==> config.mk <==
export PLATFORM = sky130hd
export DESIGN_NAME = flog_special_result_stage
export DESIGN_NICKNAME = d
export VERILOG_FILES = /design/src/rtl/flog_pkg.sv /design/src/rtl/flog_skid_buffer.sv /design/src/rtl/flog_special_result_stage.sv
export SDC_FILE = /design/constraint.sdc
export NUM_CORES = 1
export LEC_CHECK = 0
export ABC_AREA = 1
export BUFFER_PORTS_ARGS = -buffer_cell sky130_fd_sc_hd__buf_4
export CAP_MARGIN = 20
export CORE_MARGIN = 1.5
export CORE_UTILIZATION = 43
export DETAILED_ROUTE_END_ITERATION = 10
export GPL_ROUTABILITY_DRIVEN = 0
export HOLD_SLACK_MARGIN = 0.1
export PLACE_DENSITY = 0.73
export SYNTH_ARGS = -nofsm -noshare
export SYNTH_HDL_FRONTEND = slang
export SYNTH_SLANG_ARGS = --single-unit
==> constraint.sdc <==
create_clock -name clk_i -period 5.5 [get_ports clk_i]
set_input_delay 1.1 -clock clk_i [delete_from_list [all_inputs] [get_ports clk_i]]
set_output_delay 1.1 -clock clk_i [all_outputs]
set_load 0.02 [all_outputs]
==> src/rtl/flog_pkg.sv <==
// Shared constants and payload type for the BFLOAT16 log (FLOG) datapath stages.
package flog_pkg;

  localparam int FLOG_EXP_W = 8;
  localparam int FLOG_MAN_W = 7;
  localparam int FLOG_DW    = 1 + FLOG_EXP_W + FLOG_MAN_W;

  localparam logic [FLOG_DW-1:0] PLUS_INF  = 16'h7f80;
  localparam logic [FLOG_DW-1:0] MINUS_INF = 16'hff80;
  localparam logic [FLOG_DW-1:0] QNAN      = 16'h7fc0;
  localparam logic [FLOG_DW-1:0] PLUS_ZERO = 16'h0000;
  localparam logic [FLOG_DW-1:0] PLUS_ONE  = 16'h3f80;

  typedef struct packed {
    logic               special;
    logic [FLOG_DW-1:0] res;
    logic               nv;
    logic               dz;
  } flog_sres_t;

endpackage

==> src/rtl/flog_skid_buffer.sv <==
// Generic 2-entry valid/ready skid buffer; ready_o comes straight from state,
// so there is no combinational path from ready_i to ready_o.
module flog_skid_buffer #(
  parameter int WIDTH = 8
) (
  input  logic             clk_i,
  input  logic             rst_ni,
  input  logic             flush_i,
  input  logic             valid_i,
  output logic             ready_o,
  input  logic [WIDTH-1:0] data_i,
  output logic             valid_o,
  input  logic             ready_i,
  output logic [WIDTH-1:0] data_o
);

  // State bits are {main_valid, skid_valid}.
  localparam logic [1:0] EMPTY = 2'b00;
  localparam logic [1:0] ONE   = 2'b10;
  localparam logic [1:0] FULL  = 2'b11;

  logic [1:0]       state_p1;
  logic [WIDTH-1:0] main_data_p1;
  logic [WIDTH-1:0] skid_data_p1;
  logic             in_fire;
  logic             out_fire;

  assign ready_o  = ~state_p1[0];
  assign valid_o  = state_p1[1];
  assign in_fire  = valid_i & ready_o;
  assign out_fire = valid_o & ready_i;

  // ---- stage p1: entry state ----
  always_ff @(posedge clk_i) begin
    if (!rst_ni || flush_i) begin
      state_p1 <= EMPTY;
    end else begin
      case (state_p1)
        EMPTY:   if (in_fire) state_p1 <= ONE;
        ONE: begin
          if (in_fire && !out_fire)      state_p1 <= FULL;
          else if (!in_fire && out_fire) state_p1 <= EMPTY;
        end
        FULL:    if (out_fire) state_p1 <= ONE;
        default: state_p1 <= EMPTY;
      endcase
    end
  end

  // Payload registers are never reset; validity alone decides what is visible.
  always_ff @(posedge clk_i) begin
    if (state_p1 == FULL) begin
      if (out_fire) main_data_p1 <= skid_data_p1;
    end else if (in_fire && (state_p1 == EMPTY || out_fire)) begin
      main_data_p1 <= data_i;
    end
    if (in_fire && state_p1 == ONE && !out_fire) skid_data_p1 <= data_i;
  end

  assign data_o = valid_o ? main_data_p1 : '0;

endmodule

==> src/rtl/flog_special_result_stage.sv <==
// Resolves log() special-case results ahead of the FLOG core and registers
// them, with the exception flags, through a 2-entry skid buffer.
module flog_special_result_stage
  import flog_pkg::*;
#(
  parameter int EXP_W = 8,
  parameter int MAN_W = 7,
  parameter int FTZ   = 1
) (
  input  logic                   clk_i,
  input  logic                   rst_ni,
  input  logic                   flush_i,
  input  logic                   valid_i,
  output logic                   ready_o,
  input  logic                   s_op_i,
  input  logic [EXP_W-1:0]       exp_op_i,
  input  logic [MAN_W-1:0]       man_op_i,
  input  logic                   isInf_i,
  input  logic                   isZero_i,
  input  logic                   isNaN_i,
  input  logic                   isSNaN_i,
  output logic                   valid_o,
  input  logic                   ready_i,
  output logic                   special_o,
  output logic [EXP_W+MAN_W:0]   res_o,
  output logic                   nv_o,
  output logic                   dz_o
);

  localparam int DW = 1 + EXP_W + MAN_W;

  logic [DW-1:0] op_p0;
  logic          sub_p0;
  logic          ftz_zero_p0;
  flog_sres_t    sel_p0;
  flog_sres_t    out_p1;

  assign op_p0       = {s_op_i, exp_op_i, man_op_i};
  assign sub_p0      = (exp_op_i == '0) && (man_op_i != '0);
  assign ftz_zero_p0 = isZero_i || ((FTZ != 0) && sub_p0);

  // ---- stage p0: special-result selection, highest priority first ----
  always_comb begin
    sel_p0.special = 1'b1;
    sel_p0.res     = op_p0;
    sel_p0.nv      = 1'b0;
    sel_p0.dz      = 1'b0;
    if (isNaN_i) begin
      sel_p0.res = QNAN;
      sel_p0.nv  = isSNaN_i;
    end else if (ftz_zero_p0) begin
      sel_p0.res = MINUS_INF;
      sel_p0.dz  = 1'b1;
    end else if (s_op_i) begin
      sel_p0.res = QNAN;
      sel_p0.nv  = 1'b1;
    end else if (isInf_i) begin
      sel_p0.res = PLUS_INF;
    end else if (op_p0 == PLUS_ONE) begin
      sel_p0.res = PLUS_ZERO;
    end else begin
      sel_p0.special = 1'b0;
    end
  end

  // ---- stage p1: registered output through the skid buffer ----
  flog_skid_buffer #(
    .WIDTH($bits(flog_sres_t))
  ) u_skid (
    .clk_i   (clk_i),
    .rst_ni  (rst_ni),
    .flush_i (flush_i),
    .valid_i (valid_i),
    .ready_o (ready_o),
    .data_i  (sel_p0),
    .valid_o (valid_o),
    .ready_i (ready_i),
    .data_o  (out_p1)
  );

  assign special_o = out_p1.special;
  assign res_o     = out_p1.res;
  assign nv_o      = out_p1.nv;
  assign dz_o      = out_p1.dz;

endmodule

==> impl_results.md <==
- Num ports: 46
- Fin cells: 368
- Max-slew violations: 0
- Status: completed
- Minimum clock period: 2.88 ns
- Critical path cell sequence: ha_1 -> o21ai_0 -> inv_1
- LEAKAGE: 1.25 nW
- Sum Neg Setup Slack: 0 ns
- Fmax: 0.347 GHz
- Max Fanout on Critical Path: 37
- Power per cell area: 258 mW/mm²
- Asr flop ratio synth: 0%
- Placed insts: 360
- CP required: 5.43 ns
- Endpoint type of the worst setup path: flip-flop
- Share of the synthesized area in the top cell type: 50.9%
- Post-CTS setup buffer count: 0
- Reg2reg end: u_skid.main_data_p1[17]
- Worst Skew: 0.00424 ns
- Drt via density: 4.39
- Core area: 0.00475 mm²
- Clk sinks: 38
- Clk root buf: clkbuf_8
- Max-cap violations: 0
- Worst Max-Slew Pin Slew: 1.04 ns
- Sink of the worst hold path: u_skid.main_data_p1[15]
- Syn Nets: 287
- Kind of critical path: flip-flop to flip-flop
- Die area: 0.00537 mm²
- Post-CTS resize count: 0
- Port Buffers: 45
- Worst skew pair latency: 0.29 ns
- Final setup margin: 2.62 ns
- Cell variety after synth: 25
- Total power: 0.672 mW
- Pre-antenna DRT Iters: 4
- Iter 0 DRT Violations: 81
- Synth Flop Type: edfxtp_1
- Largest net degree at the start of global routing: 38
- CP bufs+invs: 1
- Tightest Hold Check Type: flip-flop to flip-flop
- Global route overflow: 0
- Design Area, Final: 0.00260 mm²
- Final Hold Fails: 0
- DR vias: 1615
- Crit path max-delay family: adder cells
- Unrepaired setup endpoints after global routing: no
- Mapped cell area: 0.00212 mm²
- Routed Wire Length: 3530 µm
- Antenna Diode Count: 0
- Fin crit share: 52.4%
- Final setup fails: 0
- Slowest library cell on the worst path: ha_1
- Instance count of the mapped netlist: 258
- Worst slew margin: 30.9%
- Die Y: 73.3 µm
- First-pass GRT wire length: 6000 µm
- Wirelength per Cell: 9.60 µm
- Reg2reg start: u_skid.state_p1[1]
- Hold path depth: 2
- Reg2Reg Depth: 3
- Row count: 25
- Post-synthesis sequential area ratio: 52.8%
- Die width: 73.3 µm
- TritonCTS buffer count: 5
- Final net count: 329
- Vias in the first global route: 1427
- CTS tree: built
- Hold slack: 0.520 ns
- Fin util: 54.7%
- Fillers: 473
- Synth top cells by count: nand2_1, inv_1, edfxtp_1, nor2_1, o21ai_0
- Area growth, synth to finish: 22.5%
- # hold bufs at CTS: 0
- CP max stage delay: 0.97 ns
- H-Tree Level Count: 2
- Yosys top cell by area: edfxtp_1
- Yosys reg bits: 38
- Top cells by area, synth: edfxtp_1, nand2_1, inv_1
- DRC Markers: 0
- Share of post-route cells with drive strength above 1: 20.9%
- Initial antenna violation count: 0
- Hold_sp: u_skid.skid_data_p1[15]
- Post-route ant nets: 0
- Post-synth EDFFs: 36
- GRT Util Overall: 14.7%
- DP Wirelength: 2760 µm
- Startpoint Class: flip-flop
- Top-count cell post-synth: nand2_1
- Dpl cell area: 0.00249 mm²
- Arr. time, crit path: 2.81 ns
- Pre-CTS setup slack: 2.59 ns
- Reg clk slew, reported paths: 0.07 ns
- Worst reg-to-reg setup slack: 2.62 ns
- Initial core utilization: 44.7%
- Worst vdd ir: 0.000102 V
- Synthesized area per cell: 8.23 µm²
- Yosys warning count: 0
- Clk buf depth: 2
==> cell usage in the layout (no fill, tap or decap), types with 3 or more instances in the layout <==
cell type	count
nor2_1	23
nand2_2	4
nand2_1	69
nor3_1	7
o21bai_1	7
a21oi_1	3
o21ai_1	4
o21ai_0	17
nand3_1	9
clkbuf_8	5
edfxtp_1	36
ha_1	4
buf_4	45
inv_1	54
==> kinds of logic after synthesis <==
logic type,synth area share (%)
flops,52.8
buf+inv,12.8
compound gates,8.13
fa+ha+maj,2.36
simple gates,24.0
==> where the power goes <==
| group | internal [mW] | leakage [nW] | total [mW] | switching [mW] |
|---|---|---|---|---|
| logic | 0.0397 | 0.860 | 0.100 | 0.0606 |
| clock network | 0.135 | 0.0504 | 0.231 | 0.0959 |
| registers | 0.334 | 0.343 | 0.341 | 0.00747 |
==> final cells by class <==
cell class                 instances  area (µm²)  share of cell area [%]
clock inverter                     3        45.0                    1.73
clock buffer                       5        68.8                    2.64
inverter                          57         214                    8.22
sequential                        38        1120                    43.1
timing repair buffer              45         338                    13.0
tap                               67        83.8                    3.22
multi-input combinational        153         732                    28.1
==> how the worst max path moves through the flow <==
stage	startpoint	to	cells after the start
4_1_cts	u_skid.state_p1[1]	u_skid.main_data_p1[18]	3
6_report	u_skid.state_p1[1]	u_skid.main_data_p1[17]	3
2_1_floorplan	u_skid.state_p1[1]	res_o[15]	5
3_5_place_dp	u_skid.state_p1[1]	u_skid.main_data_p1[3]	3
3_3_place_gp	u_skid.state_p1[1]	u_skid.main_data_p1[5]	3
5_1_grt	u_skid.state_p1[1]	u_skid.main_data_p1[15]	3
==> worst reg2reg max path, stage by stage, from the launching register on <==
cell,delay (ns)
dfxtp_1,0.78
ha_1,0.97
o21ai_0,0.23
inv_1,0.53
==> state kept, by name, summed over array words and instances (netlist names) <==
signal               flops
u_skid.main_data_p1     18
u_skid.skid_data_p1     18
u_skid.state_p1          2
==> routing by layer <==
| layer | GRT usage, % | part of all wire (%) | wire length [µm] |
|---|---|---|---|
| met5 | 0 | 0 | 0 |
| met4 | 5.56 | 1.7 | 60 |
| met3 | 3.70 | 4.7 | 166 |
| met2 | 24.3 | 44 | 1560 |
| met1 | 18.8 | 49 | 1740 |
Power figures use the tool's default switching activity.
